==> src/rtl/ll_window_acc.sv <==
// ll_window_acc
// Sliding-window line-length accumulator. Keeps a running sum of the last
// N = 2**WIN_LOG2 valid input magnitudes in a circular buffer. Once the window
// is full it emits one windowed sum per valid sample. It also produces a
// debounced detect flag that is set after DET_COUNT consecutive sums exceed thr.
//
// Ports
//   clk          rising-edge clock
//   rst          synchronous active-high reset
//   clr          synchronous active-high flush (same effect as rst, lower priority)
//   din_valid    qualifier for din
//   din          unsigned sample magnitude (IN_WIDTH bits)
//   thr          unsigned detection threshold (SUM_WIDTH bits), quasi-static
//   sum          windowed line length, registered
//   sum_valid    one-cycle pulse per new windowed sum
//   window_full  high once the window has been filled (RUN state)
//   detect       debounced threshold flag, registered
module ll_window_acc #(
    parameter int IN_WIDTH  = 33,
    parameter int WIN_LOG2  = 6,
    parameter int DET_COUNT = 4,
    parameter int SUM_WIDTH = IN_WIDTH + WIN_LOG2
) (
    input  logic                 clk,
    input  logic                 rst,
    input  logic                 clr,
    input  logic                 din_valid,
    input  logic [IN_WIDTH-1:0]  din,
    input  logic [SUM_WIDTH-1:0] thr,
    output logic [SUM_WIDTH-1:0] sum,
    output logic                 sum_valid,
    output logic                 window_full,
    output logic                 detect
);

    localparam int N = 1 << WIN_LOG2;
    localparam logic [7:0]        DET_MAX   = 8'(DET_COUNT);
    localparam logic [WIN_LOG2:0] FILL_LAST = (WIN_LOG2+1)'(N - 1);

    typedef enum logic {FILL, RUN} state_t;

    state_t              state;
    logic [IN_WIDTH-1:0] mem [N];
    logic [WIN_LOG2-1:0] wr_ptr;
    logic [WIN_LOG2:0]   fill_cnt;
    logic [7:0]          det_cnt;

    logic [IN_WIDTH-1:0]  oldest;
    logic [SUM_WIDTH-1:0] sum_next;
    logic                 fill_done;
    logic                 out_fire;
    logic [7:0]           det_cnt_next;

    function automatic logic [7:0] sat_inc(input logic [7:0] c);
        if (c >= DET_MAX) return DET_MAX;
        return c + 8'd1;
    endfunction

    // The oldest sample is read combinationally so it can be subtracted in
    // the same cycle that the new sample overwrites its slot.
    always_comb begin
        oldest       = mem[wr_ptr];
        fill_done    = (state == FILL) && (fill_cnt == FILL_LAST);
        out_fire     = (state == RUN) || fill_done;
        sum_next     = sum + SUM_WIDTH'(din);
        if (state == RUN)
            sum_next = sum_next - SUM_WIDTH'(oldest);
        det_cnt_next = (sum_next > thr) ? sat_inc(det_cnt) : 8'd0;
    end

    // The buffer storage is not reset. The fill counter makes sure that no
    // stale entry is ever subtracted.
    always_ff @(posedge clk) begin
        if (din_valid && !rst && !clr)
            mem[wr_ptr] <= din;
    end

    always_ff @(posedge clk) begin
        if (rst || clr) begin
            state       <= FILL;
            wr_ptr      <= '0;
            fill_cnt    <= '0;
            sum         <= '0;
            det_cnt     <= '0;
            sum_valid   <= 1'b0;
            window_full <= 1'b0;
            detect      <= 1'b0;
        end else if (din_valid) begin
            wr_ptr    <= wr_ptr + 1'b1;
            sum       <= sum_next;
            sum_valid <= out_fire;
            if (state == FILL)
                fill_cnt <= fill_cnt + 1'b1;
            if (fill_done) begin
                state       <= RUN;
                window_full <= 1'b1;
            end
            if (out_fire) begin
                det_cnt <= det_cnt_next;
                detect  <= (det_cnt_next == DET_MAX);
            end
        end else begin
            sum_valid <= 1'b0;
        end
    end

endmodule

==> config.mk <==
export PLATFORM = sky130hd
export DESIGN_NAME = ll_window_acc
export DESIGN_NICKNAME = d
export VERILOG_FILES = /design/src/rtl/ll_window_acc.sv
export SDC_FILE = /design/constraint.sdc
export NUM_CORES = 2
export LEC_CHECK = 0
export ABC_AREA = 0
export BUFFER_PORTS_ARGS = -buffer_cell sky130_fd_sc_hd__buf_2
export CAP_MARGIN = 25
export CORE_UTILIZATION = 25
export CTS_BUF_LIST = sky130_fd_sc_hd__clkbuf_4 sky130_fd_sc_hd__clkbuf_8
export DETAILED_ROUTE_END_ITERATION = 6
export PLACE_DENSITY = 0.49
export RECOVER_POWER = 25
export SLEW_MARGIN = 20
export SYNTH_ARGS = -nofsm -noshare
export SYNTH_HDL_FRONTEND = slang
export SYNTH_SLANG_ARGS = --single-unit
==> constraint.sdc <==
create_clock -name clk -period 14.45 [get_ports clk]
set_clock_uncertainty 0.1 [all_clocks]
set_input_delay 3.6125 -clock clk [delete_from_list [all_inputs] [get_ports clk]]
set_output_delay 3.6125 -clock clk [all_outputs]
set_load 0.05 [all_outputs]
Word-level counts from Yosys, hierarchy flattened

Memories as Yosys holds them, arrays and structs flattened. A register that Yosys moved wholly into a read port is not among the register bits.
Cells that the tools add are included.

Register bits after elaboration: 63
Latch bits: 0
Bits in writable memories: 2,112
Memory bits (read-only): 0
Input bits: 76
Output and inout port bits: 42
Memories: 1

Add/sub/neg operators: 5
$mul: 0
Divide/modulo/power cells: 0
$lt $le $gt $ge: 2
Equality and inequality tests: 2
Shift operators: 0
Muxes and demuxes: 9
Bitwise logic cells: 2
Reductions and logical operators: 11

Memories:

| memory | depth | width | read ports | clocked after memory_dff | write ports | line | RTL |
|---|---|---|---|---|---|---|---|
| mem    | 64    | 33    | 1          | 1                        | 1           | 43   | `logic [IN_WIDTH-1:0] mem [N];` |

Operator list:

| kind                | count |
|---|---|
| $add 39x33->39      | 1 |
| $gt 39x39->1        | 1 |
| $mux 39             | 1 |
| $sub 39x33->39      | 1 |
| $mux 8              | 3 |
| $mux 6              | 2 |
| $add 8x1->8 const B | 1 |
| $eq 8x3->1 const B  | 1 |
| $ge 8x3->1 const B  | 1 |
| $add 7x1->7 const B | 1 |
| $eq 7x6->1 const B  | 1 |
| $add 6x1->6 const B | 1 |
| $reduce_and 2->1    | 3 |
| $logic_and 1x1->1   | 3 |
| $mux 1              | 3 |
| $logic_not 1->1     | 2 |
| $logic_or 1x1->1    | 2 |
| $not 1->1           | 2 |
| $reduce_or 2->1     | 1 |

Logic depth before layout (Yosys ltp)

Depth after elaboration: 6
Depth in mapped cells: 32
Mapped depth without buffers: 31

Worst setup path before layout

No wires, ideal clock.

Kind: in2reg
Start point: input din[0]
End point: register det_cnt[0]
Setup time: 0.070 ns
Arrival: 9.446 ns
Required time: 14.280 ns
Path slack: 4.833 ns
Cell stages on the path: 29
Cells stage by stage: ha_1 inv_1 fa_1 nand2b_1 a21oi_1 o41a_1 a311o_2 o21ai_4 a21oi_2 a211oi_2 xnor2_1 ha_1 a21o_1 a221oi_1 nor3b_1 nor2b_1 inv_1 o211a_1 nor4b_4 nand3_1 xor2_1 ha_1 nand4_1 nor2_1 nand2_1 o21ai_0 o21ai_0 or4_1 a21oi_1

Longest elaborated chain between the ends: 5

RTL lines:

| what                   | line | RTL |
|---|---|---|
| start: declaration     | 28   | `input logic [IN_WIDTH-1:0] din,` |
| $add 39x33->39 (*)     | 65   | `sum_next = sum + SUM_WIDTH'(din);` |
| $sub 39x33->39         | 67   | `sum_next = sum_next - SUM_WIDTH'(oldest);` |
| $mux 39 (*)            | 66   | `if (state == RUN)` |
| via sum_next[38]       | 49   | `logic [SUM_WIDTH-1:0] sum_next;` |
| $gt 39x39->1 (*)       | 68   | `det_cnt_next = (sum_next > thr) ? sat_inc(det_cnt) : 8'd0;` |
| $mux 8 (*)             | 68   |  |
| end signal: assignment | 99   | `det_cnt <= det_cnt_next;` |
| end: declaration       | 46   | `logic [7:0] det_cnt;` |

Mark *: on every way through the listed nets, which the timed path passes. The rest lies on a longest branch.
A chain may end at the register's enable or synchronous reset.

Worst setup path in the final report

Start point: input din[13]
End point: register det_cnt[0]

The elaborated chain is that of the path after synthesis.

==> out/metrics.csv <==
metric,value,unit
"commonest non-fill, non-tap cell in the layout",edfxtp_1,
status,"finished, violations left",
core area,350000,sq um
Crit path depth,29,
total global routing overflow,0,
Post-synth EDFFs,2112,
area delta synth->final,16.0,%
fin nets,4779,
kind of critical path,in2reg,
worst relative slew slack,-145,%
Hold Slack,0.368,ns
Final Critical Period,11.87,ns
Hold Crit Start,det_cnt[2]$_SDFFE_PP0P_,
"Cell Area, Placed",95400,sq um
Most used DFF post-synth,edfxtp_1,
failing checks,"capacitance limit, slew limit",
worst reg2reg endpoint,det_cnt[0]$_SDFFE_PP0P_,
vias in the first global route,46000,
RSZ-0062 raised after global routing,no,
post_cts resized,0,
"Clk pin slew, worst setup/hold paths",0.05,ns
synth unique cells,84,
Total GRT Usage,14.5,%
Hold Fails Final Rpt,0,
Hold Path Class,reg2reg,
PD cells,127,nW/um^2
die height,596,um
I/O pins,118,
CP max-delay cell,clkbuf_1,
WHS Path Cells,2,
HPWL Detailed,146000,um
Routed Antenna Nets,0,
cts hold-fix bufs,0,
CP Data Arrival Time,12.70,ns
clk sink count,2181,
Pleak,0.0314,uW
fmax,84.2,MHz
H-tree levels,5,
CP Data Required Time,15.28,ns
max-cap viol count,20,
Vias/cell,4.76,
Async SR Flop Fraction,0,%
area of the mapped netlist,88300,sq um
Post-Syn Instances,4168,
routed length per instance,27.7,um
port bufs,117,
R2R depth,27,
layout cells sized above 1,32.9,%
pin count of the biggest net entering global routing,97,
r2r setup slk,5.36,ns
cell family with most CP delay,compound AO/OA/AOI/OAI gates,
crit-path max FO,65,
first-pass GRT wire length,364000,um
antenna violations before repair,34,
Least-Margin Pin Slew,3.67,ns
Slew Limit Fails,1111,
# rows,217,
Mapped Nets,4355,
"Seq/Total Area, Yosys",73.4,%
Crit path largest cell delay,2.24,ns
"flops & latches, synth",2181,
Longest Clk Path Bufs,4,
Min-Delay Endpoint,det_cnt[2]$_SDFFE_PP0P_,
vias,45200,
GRT busiest layer,met2,
Fin Setup TNS,0,ns
Worst VDD drop,72.6,uV
most frequent cells in the layout,"edfxtp_1 (2112), mux4_2 (681), clkbuf_8 (377)",
Placer Congestion,0.790,
die width,596,um
worst skew pair latency,1.01,ns
grt met2 use,23.2,%
met1 usage,20.5,%
Post CTS Setup Buffer Count,0,
Clock Tree Root,clkbuf_8,
CP Capture Type,flip-flop,
number of buffers created by CTS,369,
die area,355000,sq um
"most used cell, CP",ha_1,
TritonCTS clock tree,yes,
Pre-antenna DRT Iters,5,
Remaining DRCs,0,
period utilization,82.2,%
grt met3 use,2.56,%
design area,102000,sq um
Final setup viols,0,
initial core utilization,25.2,%
Synth warnings,0,
crit path buf inv count,3,
Synth Area per Inst,21.2,sq um
Routed Wire Length,263000,um
Iter 0 DRT Violations,4681,
CP startpoint kind,input port,
-- worst max path at each step --
stage	start	endpoint	slack [ns]
2_1_floorplan	din[0]	det_cnt[0]$_SDFFE_PP0P_	4.83
5_1_grt	din[0]	det_cnt[0]$_SDFFE_PP0P_	1.98
3_3_place_gp	din[0]	det_cnt[1]$_SDFFE_PP0P_	2.89
4_1_cts	din[0]	det_cnt[0]$_SDFFE_PP0P_	3.92
3_5_place_dp	din[0]	det_cnt[0]$_SDFFE_PP0P_	2.82
6_report	din[13]	det_cnt[0]$_SDFFE_PP0P_	2.58
-- logic make-up after synthesis --
logic type / count (synthesis) / synth area share [%]
AND/OR/NAND/NOR: 450 / 2.45
adder cells (fa/ha/maj): 111 / 1.59
flip-flops: 2181 / 73.4
AO/OA/AOI/OAI: 321 / 2.47
XOR/XNOR: 65 / 0.670
multiplexers: 736 / 18.0
buffers and inverters: 304 / 1.36
-- layout make-up --
cell class	instances	area (sq um)
Fill cell	34300	248000
Sequential cell	2181	64800
Multi-Input combinational cell	1683	22700
Clock buffer	519	6250
Tap cell	4599	5750
Timing Repair Buffer	262	1680
Clock inverter	135	764
Inverter	95	357
Antenna cell	6	15.0
-- metrics by stage --
step / power, uW / cells / utilization, % / setup slack [ns]
global placement: 7810 / 8817 / 27.2 / 2.89
finish: 13000 / 9480 / 29.2 / 2.58
floorplan: 7530 / 4168 / - / 4.83
global route: 13500 / 9476 / 29.2 / 1.98
detailed placement: 7820 / 8817 / 27.2 / 2.82
CTS: 13200 / 9471 / 29.3 / 3.92
-- power breakdown --
group	total (uW)	leakage [uW]	switching, uW	internal, uW
combinational	733	0.00813	462	271
sequential	6960	0.0195	15.2	6950
clock	5350	0.00371	2480	2870
-- Yosys cell counts (6+ instances only) --
| cell type | number | share of area [%] |
|---|---|---|
| nor3_1 | 20 | 0.11 |
| nor2_1 | 173 | 0.74 |
| o21ai_0 | 61 | 0.35 |
| mux2_2 | 29 | 0.37 |
| nand4_1 | 29 | 0.21 |
| a211oi_1 | 9 | 0.077 |
| nand2b_1 | 15 | 0.11 |
| clkbuf_1 | 134 | 0.57 |
| a221oi_1 | 7 | 0.069 |
| or3_1 | 10 | 0.071 |
| nand3_1 | 27 | 0.15 |
| inv_1 | 94 | 0.40 |
| mux4_2 | 681 | 17 |
| nand2_1 | 100 | 0.43 |
| o21a_1 | 14 | 0.12 |
| a21oi_1 | 97 | 0.55 |
| xor2_1 | 29 | 0.29 |
| o211ai_1 | 8 | 0.068 |
| nor2b_1 | 15 | 0.11 |
| o211a_1 | 8 | 0.091 |
| mux2i_1 | 25 | 0.28 |
| or2_2 | 9 | 0.064 |
| and3_1 | 18 | 0.13 |
| a31oi_1 | 11 | 0.078 |
| xnor2_1 | 33 | 0.33 |
| edfxtp_1 | 2112 | 72 |
| ha_1 | 109 | 1.5 |
| buf_1 | 24 | 0.10 |
| a21o_1 | 47 | 0.40 |
| dfxtp_1 | 69 | 1.6 |
| and2_1 | 6 | 0.043 |
| buf_2 | 50 | 0.28 |
-- routing by layer --
layer | vias to the layer above | part of all wire [%]
met4 | 10 | 1.7
met2 | 1677 | 47
met1 | 24700 | 44
li1 | 18400 | -
met3 | 343 | 6.8
met5 | - | 0.028
-- worst reg2reg max path: cells and delay by family, from the launching register on --
family	cells	cell delay [ns]
flops	1	0.80
compound gates	15	3.46
simple gates	4	0.81
buf+inv	2	1.23
mux	4	2.05
fa+ha+maj	2	0.56
-- registers in the layout, summed over array words and instances (netlist names), named ones only --
register,count
det_cnt,8
detect,1
fill_cnt,7
mem,2112
state,1
sum,39
sum_valid,1
wr_ptr,6
(Power assumes the default switching activity.)
